===== src/rtl/friscv_pkg.sv =====
// Shared types for the memory arbiter: FSM state encoding and requester identity.
package friscv_pkg;

   localparam int unsigned ARCH = 32;

   typedef enum logic [1:0] {
      ARB_IDLE = 2'd0,
      ARB_REQ  = 2'd1,
      ARB_WAIT = 2'd2,
      ARB_ACK  = 2'd3
   } arb_state_t;

   typedef enum logic {
      REQ_IF = 1'b0,
      REQ_DM = 1'b1
   } req_id_t;

endpackage


===== src/rtl/rr_arbiter_2.sv =====
// Two-way round-robin grant: a lone requester wins, a tie goes to the one not granted last.
module rr_arbiter_2
   import friscv_pkg::*;
(
   input  logic       clk,
   input  logic       rst_n,
   input  logic [1:0] req,
   input  logic       grant_en,
   output req_id_t    grant
);

   req_id_t last_grant_q;
   req_id_t last_grant_d;

   // req[0] is the fetch port, req[1] the data port
   always_comb begin
      case (req)
         2'b10:   grant = REQ_DM;
         2'b11:   grant = (last_grant_q == REQ_IF) ? REQ_DM : REQ_IF;
         default: grant = REQ_IF;
      endcase
   end

   always_comb begin
      last_grant_d = last_grant_q;
      if (grant_en) begin
         last_grant_d = grant;
      end
   end

   always_ff @(posedge clk or negedge rst_n) begin
      if (!rst_n) begin
         last_grant_q <= REQ_IF;
      end else begin
         last_grant_q <= last_grant_d;
      end
   end

endmodule


===== src/rtl/mem_arbiter.sv =====
// Shares one single-port memory between instruction fetch and data load/store,
// one transaction in flight, with a stall back to the core until its access completes.
module mem_arbiter
   import friscv_pkg::*;
#(
   parameter int unsigned ADDR_W = ARCH,
   parameter int unsigned DATA_W = ARCH
) (
   input  logic                  clk,
   input  logic                  rst_n,
   input  logic                  if_req_in,
   input  logic [ADDR_W-1:0]     if_addr_in,
   output logic [DATA_W-1:0]     if_rdata_out,
   output logic                  if_ack_out,
   input  logic                  dm_req_in,
   input  logic                  dm_we_in,
   input  logic [ADDR_W-1:0]     dm_addr_in,
   input  logic [DATA_W-1:0]     dm_wdata_in,
   input  logic [DATA_W/8-1:0]   dm_be_in,
   output logic [DATA_W-1:0]     dm_rdata_out,
   output logic                  dm_ack_out,
   output logic                  mem_req_out,
   output logic                  mem_we_out,
   output logic [ADDR_W-1:0]     mem_addr_out,
   output logic [DATA_W-1:0]     mem_wdata_out,
   output logic [DATA_W/8-1:0]   mem_be_out,
   input  logic                  mem_gnt_in,
   input  logic                  mem_rvalid_in,
   input  logic [DATA_W-1:0]     mem_rdata_in,
   output logic                  stall_out
);

   arb_state_t            state_q,     state_d;
   req_id_t               owner_q,     owner_d;
   logic                  mem_req_q,   mem_req_d;
   logic                  mem_we_q,    mem_we_d;
   logic [ADDR_W-1:0]     mem_addr_q,  mem_addr_d;
   logic [DATA_W-1:0]     mem_wdata_q, mem_wdata_d;
   logic [DATA_W/8-1:0]   mem_be_q,    mem_be_d;
   logic [DATA_W-1:0]     if_rdata_q,  if_rdata_d;
   logic [DATA_W-1:0]     dm_rdata_q,  dm_rdata_d;

   logic    grant_en;
   req_id_t grant;

   // Arbitrate only from IDLE; in ACK the finished owner's req is still high.
   assign grant_en = (state_q == ARB_IDLE) && (if_req_in || dm_req_in);

   rr_arbiter_2 u_rr_arbiter_2 (
      .clk      (clk),
      .rst_n    (rst_n),
      .req      ({dm_req_in, if_req_in}),
      .grant_en (grant_en),
      .grant    (grant)
   );

   always_comb begin
      state_d     = state_q;
      owner_d     = owner_q;
      mem_req_d   = mem_req_q;
      mem_we_d    = mem_we_q;
      mem_addr_d  = mem_addr_q;
      mem_wdata_d = mem_wdata_q;
      mem_be_d    = mem_be_q;
      if_rdata_d  = if_rdata_q;
      dm_rdata_d  = dm_rdata_q;
      case (state_q)
         ARB_IDLE: begin
            if (grant_en) begin
               owner_d   = grant;
               mem_req_d = 1'b1;
               state_d   = ARB_REQ;
               if (grant == REQ_DM) begin
                  mem_we_d    = dm_we_in;
                  mem_addr_d  = dm_addr_in;
                  mem_wdata_d = dm_wdata_in;
                  mem_be_d    = dm_be_in;
               end else begin
                  mem_we_d    = 1'b0;
                  mem_addr_d  = if_addr_in;
                  mem_wdata_d = '0;
                  mem_be_d    = '1;
               end
            end
         end
         ARB_REQ: begin
            if (mem_gnt_in) begin
               mem_req_d = 1'b0;
               state_d   = ARB_WAIT;
            end
         end
         ARB_WAIT: begin
            if (mem_rvalid_in) begin
               if (owner_q == REQ_DM) begin
                  dm_rdata_d = mem_rdata_in;
               end else begin
                  if_rdata_d = mem_rdata_in;
               end
               state_d = ARB_ACK;
            end
         end
         ARB_ACK:  state_d = ARB_IDLE;
         default:  state_d = ARB_IDLE;
      endcase
   end

   always_ff @(posedge clk or negedge rst_n) begin
      if (!rst_n) begin
         state_q     <= ARB_IDLE;
         owner_q     <= REQ_IF;
         mem_req_q   <= 1'b0;
         mem_we_q    <= 1'b0;
         mem_addr_q  <= '0;
         mem_wdata_q <= '0;
         mem_be_q    <= '0;
         if_rdata_q  <= '0;
         dm_rdata_q  <= '0;
      end else begin
         state_q     <= state_d;
         owner_q     <= owner_d;
         mem_req_q   <= mem_req_d;
         mem_we_q    <= mem_we_d;
         mem_addr_q  <= mem_addr_d;
         mem_wdata_q <= mem_wdata_d;
         mem_be_q    <= mem_be_d;
         if_rdata_q  <= if_rdata_d;
         dm_rdata_q  <= dm_rdata_d;
      end
   end

   assign mem_req_out   = mem_req_q;
   assign mem_we_out    = mem_we_q;
   assign mem_addr_out  = mem_addr_q;
   assign mem_wdata_out = mem_wdata_q;
   assign mem_be_out    = mem_be_q;
   assign if_rdata_out  = if_rdata_q;
   assign dm_rdata_out  = dm_rdata_q;

   assign if_ack_out = (state_q == ARB_ACK) && (owner_q == REQ_IF);
   assign dm_ack_out = (state_q == ARB_ACK) && (owner_q == REQ_DM);

   assign stall_out = (if_req_in & ~if_ack_out) | (dm_req_in & ~dm_ack_out);

endmodule


===== config.mk =====
export PLATFORM = sky130hd
export DESIGN_NAME = mem_arbiter
export DESIGN_NICKNAME = d
export VERILOG_FILES = /design/src/rtl/friscv_pkg.sv /design/src/rtl/rr_arbiter_2.sv /design/src/rtl/mem_arbiter.sv
export SDC_FILE = /design/constraint.sdc
export NUM_CORES = 1
export LEC_CHECK = 0
export ABC_AREA = 1
export CAP_MARGIN = 40
export CORE_MARGIN = 10
export CORE_UTILIZATION = 39
export CTS_CLUSTER_DIAMETER = 120
export DETAILED_ROUTE_END_ITERATION = 16
export GPL_TIMING_DRIVEN = 0
export PLACE_DENSITY = 0.74
export SETUP_SLACK_MARGIN = 0.4
export SYNTH_ARGS = -nofsm -noshare
export SYNTH_HDL_FRONTEND = slang
export SYNTH_SLANG_ARGS = --single-unit

===== constraint.sdc =====
create_clock -name clk -period 2.6 [get_ports clk]
set_input_delay 0.52 -clock clk [delete_from_list [all_inputs] [get_ports clk]]
set_output_delay 0.52 -clock clk [all_outputs]
set_load 0.01 [all_outputs]

**Word-level counts from Yosys, hierarchy flattened**

Cells that the tools add are included.

- Memories: 0
- Output and inout bits: 137
- Bits in writable memories: 0
- Latch bits: 0
- Bits in read-only memories: 0
- Register bits after elaboration: 138
- Logic and storage cells: 48

- Bitwise logic cells: 6
- Divide/modulo/power cells: 0
- Equality and inequality tests: 8
- Shift-type cells: 0
- Muxes and demuxes: 13
- Multiply operators: 0
- Magnitude comparators: 0
- Reduce and logical (&&, ||, !) cells: 11
- Add/subtract/negate cells: 0

Operator list:

| cell | count |
|---|---|
| two-way mux 32 bit | 2 |
| AND reduction 3 bit | 4 |
| == test 2 bit, second input constant | 4 |
| case mux 2 bit (4 select lines) | 1 |
| two-way mux 2 bit | 3 |
| inequality test 2 bit, second input constant | 3 |
| two-way mux 1 bit | 4 |
| two-way mux 4 bit | 1 |
| case mux 1 bit (2 select lines) | 2 |
| logical AND 1 bit | 3 |
| NOT 1 bit | 3 |
| AND 1 bit | 2 |
| == test 2 x 1 -> 1 bit, second input constant | 1 |
| zero test 2 bit | 1 |
| AND reduction 2 bit | 1 |
| nonzero test 2 bit | 1 |
| logical OR 1 bit | 1 |
| OR 1 bit | 1 |

**Longest topological paths before layout**

- Word-level depth: 5
- Mapped depth: 9

**Cells and area by module**

From an unflattened synthesis, not the netlist that was laid out.

- Cell total of the unflattened synthesis: 685
- Area, all modules: 5786.8 µm²

Modules (own cells, without submodules):

| module | cells each | instances | area an instance (µm²) |
|---|---|---|---|
| mem_arbiter | 678 | 1 | 5735.5 |
| rr_arbiter_2 | 7 | 1 | 51.3 |

**Least setup slack after synthesis**

OpenSTA, ideal clock, no wires.

- Path type: input-to-output
- Start: input port dm_req_in
- End: output port stall_out
- Arrival time: 1.120 ns
- Stages: 4
- Slack: 0.960 ns
- Cells stage by stage: buf_4 -> clkbuf_1 -> nand2_1 -> nand2_1

- Longest elaborated chain between the ends: 2

RTL lines:

| element | line | source |
|---|---|---|
| start: declaration | mem_arbiter.sv:15 | `input logic dm_req_in,` |
| AND 1 bit | mem_arbiter.sv:142 | `assign stall_out = (if_req_in & ~if_ack_out) \| (dm_req_in & ~dm_ack_out);` |
| OR 1 bit | mem_arbiter.sv:142 |  |
| end: declaration | mem_arbiter.sv:30 | `output logic stall_out` |

Every way passes these cells.

**Final worst setup path**

- Start: register state_q[0]
- End: output port stall_out

- Longest elaborated chain between the ends: 5
- Elaborated cells between the ends (all ways): 8
- Classes of those cells: 1 x eq/ne; 5 x bitwise; 2 x reduce/logical

RTL lines:

| element | line | source |
|---|---|---|
| start: declaration | mem_arbiter.sv:33 | `arb_state_t state_q, state_d;` |
| start signal: assignment | mem_arbiter.sv:119 | `state_q <= state_d;` |
| == test 2 bit * | mem_arbiter.sv:139, mem_arbiter.sv:140 |  |
| logical AND 1 bit (on tied branches) | mem_arbiter.sv:139, mem_arbiter.sv:140 |  |
| NOT 1 bit | mem_arbiter.sv:142 |  |
| AND 1 bit | mem_arbiter.sv:142 |  |
| OR 1 bit * | mem_arbiter.sv:142 |  |

Mark *: on every way between the ends. The rest lies on a longest branch, timed or not.

==> out/metrics.csv <==
stage;metric;value;unit
outcome;status;finished, final reports clean;
yosys;netlist_area;0.00591;sq mm
power_and_ir_drop;pwr-share-clk;0.211;
drt;wire_per_inst;16.9;um
yosys;synth_area_per_cell;8.68;sq um
setup_path;endpoint_kind;primary output;
placement;dp_worst_setup_slack;203;ps
yosys;synth_fa_ha_area_frac;0.00847;
die;die-area;0.0205;sq mm
timing;slew_viol_final;0;
final_layout;area.growth.synth_to_final;59.9;%
yosys;synth_mux_area_frac;0;
timing;finalHoldViolations;0;
setup_path;critical_path.startpoint;state_q[0]$_DFFE_PN0P_;
yosys;synth-simple-area-share;0.267;
placement;io_buffers;274;
setup_path;worst_path_most_repeated_cell;nand2_1;
yosys;synth_top_family_by_area;simple AND/OR/NAND/NOR gates;
final_layout;final_cell_mix;nand2_1, clkdlybuf4s50_1, dfrtp_1;
hold_path;hp-class;in -> async;
final_layout;multi_input_area;0.00196;sq mm
placement;dp.final_hpwl;15100;um
yosys;yosysWarnings;0;
global_route;grt_pass1_vias;5546;
placement;gp_congestion;0.797;
final_layout;layout-drive-gt1-share;0.0698;
yosys;seq_area_frac_synth;0.580;
timing;finClkSkew;4.95;ps
yosys;synth_nets;824;
final_layout;fillerInstances;1244;
clock_network;clk_pin_slew;60;ps
global_route;grt_max_degree;89;
power_and_ir_drop;p_comb_frac;0.448;
die;start_util;0.402;
placement;dp_cells;1140;
final_layout;final_nets;1118;
global_route;grt_pass1_wl;30300;um
setup_path;crit_chain;ha_1 -> nand2_1 -> nand2_1 -> nand2_1 -> dlygate4sd2_1;
timing;period_minus_slack;2080;ps
setup_path;cp.arrival;1560;ps
clock_network;cts_root_buffer;clkbuf_16;
power_and_ir_drop;leakage;4.65;nW
clock_network;numCtsBuffers;17;
global_route;top_usage_layer;met2;
power_and_ir_drop;p_total;10.5;mW
setup_path;startpoint_type;flop;
global_route;grt-ovfl-total;0;
drt;dr.pass1.iters;7;
setup_path;crit_type;reg -> out;
setup_path;cpPeakStageDelay;410;ps
power_and_ir_drop;p_per_area;1120;mW/mm^2
timing;final-setup-viol-count;0;
clock_network;post_cts_buffers;0;
final_layout;final_common_cell;nand2_1;
power_and_ir_drop;vdd_drop_max;0.618;mV
power_and_ir_drop;p_switching;3.71;mW
clock_network;clk_latency;410;ps
power_and_ir_drop;seq_power_share;0.341;
drt;drt_iter0_markers;319;
drt;ant_nets;0;
clock_network;cts.sinks;137;
power_and_ir_drop;p_sw_frac;0.352;
yosys;synth_seq_cells;137;
power_and_ir_drop;p_int;6.83;mW
setup_path;required;2080;ps
global_route;gr-usage-met3;0.0978;
yosys;synth_compound_area_frac;0.0559;
die;io_pins;276;
final_layout;regArea;0.00343;sq mm
die;core;0.0147;sq mm
setup_path;slowest_stage;dfrtp_1;
setup_path;critPathMaxFanout;4;
setup_path;rr_startpoint;state_q[0]$_DFFE_PN0P_;
timing;worst_pin_slew;518;ps
final_layout;stdcell_count;1173;
timing;fmax;481;MHz
run;maxCapViolCount;0;
yosys;synth_cells;681;
die;rows;44;
die;die_y;143;um
clock_network;cts.htree.levels;4;
yosys;synth_xor_area_frac;0;
drt;drc_errors;0;
timing;fin_ws;521;ps
drt;vias;5520;
die;die_width;143;um
clock_network;ctsLongestPathBuffers;2;
global_route;antenna_found_initial;1;
timing;rsz0062_at_grt;false;
global_route;grt_use_met2;0.306;
global_route;track_usage;0.189;
drt;wl;19800;um
drt;vias_per_cell;4.71;
yosys;ys_types;21;
clock_network;tritoncts;yes;
timing;post-route-period-util;0.800;
global_route;grt_util_met1;0.213;
timing;slew_headroom;0.655;
[sequential cells by signal, indices dropped and copies added, names as in the netlist]
register	cells
owner_q	1
mem_be_out	4
mem_we_out	1
if_rdata_out	32
mem_req_out	1
mem_wdata_out	32
dm_rdata_out	32
mem_addr_out	32
state_q	2
[worst paths after layout]
path,endpoint,slack (ps),depth (start not counted)
worst min-delay path,dm_rdata_out[25]$_DFFE_PN0P_,40,1
max in group asynchronous,mem_addr_out[29]$_DFFE_PN0P_,1770,2
worst max register to register,dm_rdata_out[5]$_DFFE_PN0P_,990,6
worst max-delay path,stall_out,520,5
min in group clk,mem_wdata_out[17]$_DFFE_PN0P_,480,2
worst min register to register,mem_wdata_out[17]$_DFFE_PN0P_,480,2
[final cells by class]
| class | instances | share of cell area |
|---|---|---|
| Antenna cell | 1 | 0.000265 |
| Buffer | 36 | 0.0250 |
| Clock buffer | 20 | 0.0462 |
| Clock inverter | 12 | 0.0109 |
| Inverter | 76 | 0.0302 |
| Multi-Input combinational cell | 432 | 0.207 |
| Sequential cell | 137 | 0.363 |
| Tap cell | 184 | 0.0244 |
| Timing Repair Buffer | 275 | 0.293 |
[power by group through the flow]
stage	Clock, mW	Combinational [mW]	Sequential (mW)
6_report	2.23	4.73	3.59
3_3_place_gp	0	4.75	3.58
3_5_place_dp	0	4.80	3.61
4_1_cts	2.28	4.82	3.59
5_1_grt	2.37	5.19	3.70
2_1_floorplan	0	1.61	4.02
[cells by family after synthesis]
kind of cell               Yosys count
and+or+nand+nor                    362
adders and majority gates            4
AOI/OAI and AO/OA                   66
DFF                                137
buffers and inverters              112
[per-stage QoR]
stage	hold WS [ps]	utilization	cell area [sq um]	TNS (ps)
after detailed placement	464	0.606	8910	0
after floorplan	224	-	5910	0
final	38.8	0.643	9450	0
after CTS	43.1	0.642	9440	0
after global routing	54.2	0.642	9440	0
after global placement	457	0.604	8880	-636320
[synthesized netlist by cell type]
cell type    n  area, sq um
nand2_1    274         1030
dfrtp_1    137         3430
inv_1       73          274
o21ai_0     64          320
nand3_1     34          170
nand3b_1    32          240
buf_4       14          105
nor2_1      13         48.8
buf_2        9         45.0
clkbuf_1     7         26.3
buf_6        5         56.3
ha_1         4         50.1
inv_2        3         11.3
nand3_2      2         20.0
nand4_1      2         12.5
nor2_4       2         22.5
o21ai_1      2         10.0
buf_1        1         3.75
nand2_2      1         6.26
nand2_4      1         11.3
nand3_4      1         17.5
[layer usage]
layer  wire length, um  share of wire
met5                 0              0
met4               272          0.014
met3              2360           0.12
met2              9390           0.47
met1              7790           0.39
[worst max-delay path, delay by kind of cell (launching register included)]
family	cells	cell delay (ps)
flops	1	410
buf+inv	1	300
fa+ha+maj	1	230
simple gates	3	200
[what timing repair did]
action | 4_1_cts | 5_1_grt
gates resized for setup | 4 | 0
hold buffers | 0 | 0
setup endpoints to repair | 3 | 0
Note: power is estimated with default switching activity, not from simulation.
